File: config.mk
export PLATFORM = sky130hd
export DESIGN_NAME = reg_bank_sequencer
export DESIGN_NICKNAME = d
export VERILOG_FILES = /design/src/rtl/reg_bank_sequencer.sv
export SDC_FILE = /design/constraint.sdc
export NUM_CORES = 1
export LEC_CHECK = 0
export BUFFER_PORTS_ARGS = -buffer_cell sky130_fd_sc_hd__buf_4
export CORE_MARGIN = 3
export CORE_UTILIZATION = 45
export CTS_BUF_LIST = sky130_fd_sc_hd__clkbuf_8
export DETAILED_ROUTE_END_ITERATION = 6
export PLACE_DENSITY_LB_ADDON = 0.25
export REMOVE_ABC_BUFFERS = 1
export SLEW_MARGIN = 20
export SYNTH_ARGS = -nofsm -noshare
export SYNTH_HDL_FRONTEND = slang
export SYNTH_SLANG_ARGS = --single-unit
File: constraint.sdc
create_clock -name clock -period 2.53 [get_ports clock]
set_clock_uncertainty 0.1 [all_clocks]
set_input_delay 0.253 -clock clock [delete_from_list [all_inputs] [get_ports clock]]
set_output_delay 0.253 -clock clock [all_outputs]
set_load 0.05 [all_outputs]
File: src/rtl/reg_bank_sequencer.sv
// Sequences one register micro-op (read, write or read-modify-write) against the R0-R7 bank.
// Latency: accept to rsp_valid is 2 edges (read-only/write-only) or 3 edges (RMW); one command in flight.
// Backpressure: cmd_ready only in IDLE; DONE holds the response indefinitely until rsp_ready.
module reg_bank_sequencer #(
    parameter int DATA_WIDTH     = 8,
    parameter int REG_ADDR_WIDTH = 3
) (
    input  logic                      clock,
    input  logic                      reset,
    input  logic                      cmd_valid,
    output logic                      cmd_ready,
    input  logic [2:0]                cmd_op,
    input  logic [REG_ADDR_WIDTH-1:0] cmd_reg,
    input  logic [DATA_WIDTH-1:0]     cmd_acc,
    input  logic [DATA_WIDTH-1:0]     cmd_imm,
    output logic                      rsp_valid,
    input  logic                      rsp_ready,
    output logic [DATA_WIDTH-1:0]     rsp_result,
    output logic                      rsp_carry,
    output logic                      rsp_jump,
    output logic                      bank_write,
    output logic                      bank_read,
    output logic [REG_ADDR_WIDTH-1:0] bank_in_select,
    output logic [REG_ADDR_WIDTH-1:0] bank_out_select,
    output logic [DATA_WIDTH-1:0]     bank_in_data,
    input  logic [DATA_WIDTH-1:0]     bank_out_data
);

    typedef enum logic [1:0] {IDLE, READ, WRITE, DONE} state_t;

    localparam logic [2:0] OP_MOV_RA = 3'd0;
    localparam logic [2:0] OP_MOV_AR = 3'd1;
    localparam logic [2:0] OP_MOV_RI = 3'd2;
    localparam logic [2:0] OP_INC    = 3'd3;
    localparam logic [2:0] OP_DEC    = 3'd4;
    localparam logic [2:0] OP_XCH    = 3'd5;
    localparam logic [2:0] OP_DJNZ   = 3'd6;
    localparam logic [2:0] OP_ADD    = 3'd7;

    state_t                    state_q, state_d;
    logic [2:0]                op_q;
    logic [REG_ADDR_WIDTH-1:0] reg_q;
    logic [DATA_WIDTH-1:0]     acc_q, imm_q, r_q;
    logic [DATA_WIDTH-1:0]     wdata, result, r_inc, r_dec;
    logic [DATA_WIDTH:0]       sum;
    logic                      in_done;

    always_ff @(posedge clock) begin
        if (reset) begin
            state_q <= IDLE;
            op_q    <= '0;
            reg_q   <= '0;
            acc_q   <= '0;
            imm_q   <= '0;
            r_q     <= '0;
        end else begin
            state_q <= state_d;
            if (state_q == IDLE && cmd_valid) begin
                op_q  <= cmd_op;
                reg_q <= cmd_reg;
                acc_q <= cmd_acc;
                imm_q <= cmd_imm;
            end
            if (state_q == READ) begin
                r_q <= bank_out_data;
            end
        end
    end

    always_comb begin
        state_d = state_q;
        case (state_q)
            IDLE: begin
                if (cmd_valid) begin
                    state_d = (cmd_op == OP_MOV_AR || cmd_op == OP_MOV_RI) ? WRITE : READ;
                end
            end
            READ:    state_d = (op_q == OP_MOV_RA || op_q == OP_ADD) ? DONE : WRITE;
            WRITE:   state_d = DONE;
            DONE:    if (rsp_ready) state_d = IDLE;
            default: state_d = IDLE;
        endcase
    end

    assign r_inc = r_q + DATA_WIDTH'(1);
    assign r_dec = r_q - DATA_WIDTH'(1);
    assign sum   = {1'b0, acc_q} + {1'b0, r_q};

    always_comb begin
        wdata = '0;
        case (op_q)
            OP_MOV_AR, OP_XCH: wdata = acc_q;
            OP_MOV_RI:         wdata = imm_q;
            OP_INC:            wdata = r_inc;
            OP_DEC, OP_DJNZ:   wdata = r_dec;
            default:           wdata = '0;
        endcase
    end

    // MOV_RA and XCH both hand back the pre-op register value.
    always_comb begin
        result = wdata;
        case (op_q)
            OP_MOV_RA, OP_XCH: result = r_q;
            OP_ADD:            result = sum[DATA_WIDTH-1:0];
            default:           result = wdata;
        endcase
    end

    assign in_done         = (state_q == DONE);
    assign cmd_ready       = (state_q == IDLE);
    assign bank_read       = (state_q == READ);
    assign bank_write      = (state_q == WRITE);
    assign bank_in_select  = (state_q != IDLE) ? reg_q : '0;
    assign bank_out_select = (state_q != IDLE) ? reg_q : '0;
    assign bank_in_data    = bank_write ? wdata : '0;
    assign rsp_valid       = in_done;
    assign rsp_result      = in_done ? result : '0;
    assign rsp_carry       = in_done && (op_q == OP_ADD) && sum[DATA_WIDTH];
    assign rsp_jump        = in_done && (op_q == OP_DJNZ) && (r_dec != '0);

endmodule

==> results.md <==
* Status: complete, but fails checks
* Failing checks: negative setup slack
* Number of synthesis warnings at 0
* DRT Pass-1 Iters at 4
* Dpl hpwl at between 6000 and 7000 um
* Synthesized area at 2590 um^2
* Post-DR vias/cell at between 5 and 6
* Clock root cell: clkbuf_8
* Met3 Track Usage GR at 5.70%
* Max IR drop VDD at 0.660 mV
* Crit-path leading delay family: compound AO/OA/AOI/OAI gates
* Clock-pin slew on the worst setup and hold paths at about 0.07 ns
* Final wirelength at 8360 um
* CP endpoint kind: output pin
* Sequential area share after synthesis at 24.8%
* CORE AREA at 5340 um^2
* First-pass GRT wire length at 13400 um
* Power Dens Cells at 853 nW/um^2
* Area delta synth->final at 38.2%
* WP buf/inv at 1
* Post-Syn Instances at 352
* Hold crit path type: primary input to register
* Largest net degree at the start of global routing at 33
* WP data arrival at roughly 2.3 ns
* Final core occ at 67.0%
* Max_cap viols at 0
* Clock latency on the worst-skew pair at ~0.28 ns
* GRT overflow at 0
* Die Wd at slightly above 80 um
* Top FF cell, synth: dfxtp_1
* DRC violations left at 0
* TritonCTS clock tree: done
* Relative slew margins at between 50% and 60%
* Max Slew Vio Count at 0
* H-tree depth at 2
* F_max at 374 MHz
* Setup CP Type: register to output pin
* Iteration-0 DRC Markers at 143
* Die area at between 6000 and 7000 um^2
* Starting density of the core at 48.5%
* CP max-delay cell: fa_2
* Number of port buffers at 61
* Layout Nets at 480
* Gr usage total at 25.8%
* Post-synthesis register bit count at 32
* Cts hold-fix bufs at 0
* GPL Wtd Cong at about 0.96
* RSZ-0062 raised after global routing: yes
* Final Hold Violating Endpoints at 0
* Slowest cell delay on critical path at 0.38 ns
* Synth Area per Inst at 7.35 um^2
* Yosys cell types at 58
* Wire length per cell at between 15 and 20 um
* CP Data Required Time at 2.18 ns
* Ports at 62
* Antenna violations before repair at 0
* CTS Buf Count at 5
* Met1 usage in global routing at around a third
* Final instance area at 3570 um^2
* Worst Tran Pin Value at 0.742 ns
* Dpl cell area at 3250 um^2
* Final worst-path cycle share at 106%
* Proportion of layout cells with a drive suffix above 1 at 33.5%
* Row count at 26
* Die H at 81.8 um
* Clock sinks at 32
* Met2 Use GR at a little over two fifths
* Max FO, Critical Path at 3
* Antenna Cells at 0
* LEAKAGE at around 1.5 nW
* Worst Slack Setup Final at -0.143 ns
* Grt peak-use layer: met2
* ANT nets after route at 0
* # setup viols final at 6
* Clock tree buffer depth at 2
* Startpoint types: register
* Vias in the first global route at about 2900
* EDFF count, synth at 0
* Total number of vias at 2894
* Cell Chain, Critical Path: ha_4 -> fa_2 -> a211o_1 -> nand3_2 -> a21oi_2 -> xnor2_1 -> o211ai_1 -> buf_4
* Final min period at 2.67 ns
* Async SR Flop Fraction at 0%
-- power by group --
part	switching (mW)	internal, mW	total [mW]
registers	0.134	0.623	0.758
logic	1.07	0.796	1.86
clock network	0.188	0.242	0.430
-- cell usage in the layout (no fill, tap or decap), types with 3 or more instances in the layout --
master / n
a211oi_1: 4
a21oi_1: 39
a21oi_2: 7
a221oi_1: 4
and3_1: 3
buf_4: 88
buf_6: 10
clkbuf_8: 7
dfxtp_1: 25
dfxtp_4: 5
ha_1: 13
inv_1: 10
mux2_2: 3
mux2i_1: 12
nand2_1: 57
nand2b_1: 3
nand3_1: 6
nand3b_1: 3
nor2_1: 25
nor2b_1: 6
nor3_1: 5
o211ai_1: 5
o21ai_0: 14
o22ai_1: 3
or3_1: 6
xnor2_1: 4
xor2_1: 5
-- cells by family after synthesis --
kind of cell	share of synthesized area, %
xor+xnor	3.73
fa+ha+maj	8.03
flops	24.8
simple gates	25.2
compound gates	25.5
buf+inv	6.77
mux	5.95
-- through the flow --
stage / setup TNS (ns) / hold slack, ns / power (mW) / cells / setup WS (ns)
final: -0.586 / 0.0990 / 3.05 / 500 / -0.143
after global routing: -1.31 / 0.109 / 3.26 / 500 / -0.254
after CTS: -0.573 / 0.0974 / 2.94 / 498 / -0.173
after detailed placement: 0 / 0.350 / 2.42 / 486 / 0.110
after global placement: 0 / 0.341 / 2.40 / 486 / 0.129
after floorplan: -3.22 / 0.222 / 1.85 / 324 / -0.663
-- worst paths after layout --
kind	from	to	slack, ns	depth (start not counted)
worst max-delay path	r_q[0]	rsp_result[6]	-0.14	8
worst min-delay path	bank_out_data[6]	r_q[6]	0.1	3
worst max register to register	op_q[2]	state_q[0]	0.68	7
worst min register to register	reg_q[1]	reg_q[1]	0.36	2
-- cell type report --
cell class	instances	area, um^2
clock buffers	7	96.3
fillers	485	1760
inverters	12	45.0
multi-input cells	280	1890
flip-flops and latches	32	662
well taps	70	87.6
repair buffers	99	793
-- synth_stat cells (2+ instances only) --
| library cell | count | area, um^2 |
|---|---|---|
| nand2_1 | 57 | 214 |
| a21oi_1 | 46 | 230 |
| dfxtp_1 | 32 | 641 |
| nor2_1 | 26 | 97.6 |
| clkbuf_1 | 19 | 71.3 |
| o21ai_0 | 16 | 80.1 |
| ha_1 | 15 | 188 |
| mux2i_1 | 12 | 120 |
| inv_1 | 11 | 41.3 |
| nand3_1 | 8 | 40.0 |
| or3_1 | 7 | 43.8 |
| a211oi_1 | 6 | 45.0 |
| nor2b_1 | 6 | 37.5 |
| xnor2_1 | 6 | 52.6 |
| buf_2 | 5 | 25.0 |
| nor3_1 | 5 | 25.0 |
| o211ai_1 | 5 | 37.5 |
| xor2_1 | 5 | 43.8 |
| a221oi_1 | 4 | 35.0 |
| and3_1 | 3 | 18.8 |
| buf_4 | 3 | 22.5 |
| mux2_2 | 3 | 33.8 |
| nand2b_1 | 3 | 18.8 |
| nand3b_1 | 3 | 22.5 |
| nor3b_1 | 3 | 22.5 |
| o22ai_1 | 3 | 18.8 |
| a221o_1 | 2 | 20.0 |
| a22oi_1 | 2 | 15.0 |
| a31oi_1 | 2 | 12.5 |
| a32o_1 | 2 | 20.0 |
| a41o_1 | 2 | 20.0 |
| nand4_1 | 2 | 12.5 |
| o221ai_1 | 2 | 17.5 |
| o31ai_1 | 2 | 15.0 |
-- worst min-delay path, delay by kind of cell --
family / cells / cell delay, ns
buffers and inverters: 1 / 0.07
AND/OR/NAND/NOR: 1 / 0.07
multiplexers: 1 / 0.05
-- routing by layer --
metal | part of all wire (%) | vias to the layer above | wire length, um
li1 | - | 1415 | -
met1 | 43 | 1350 | 3580
met2 | 47 | 104 | 3930
met3 | 7.3 | 25 | 610
met4 | 2.9 | 0 | 245
met5 | 0 | - | 0
-- state kept, by name, summed over array words and instances (netlist names) --
signal   count
acc_q        8
reg_q        3
imm_q        8
state_q      2
r_q          8
op_q         3
-- timing repair --
item                                   in CTS  in global routing
gates cloned                                0                  0
setup endpoints to repair                  11                 13
pin swaps                                  12                 13
endpoints found under the hold margin       0                  0
gates resized for setup                    25                 26
setup buffers                               5                  2
(Power assumes the default switching activity.)
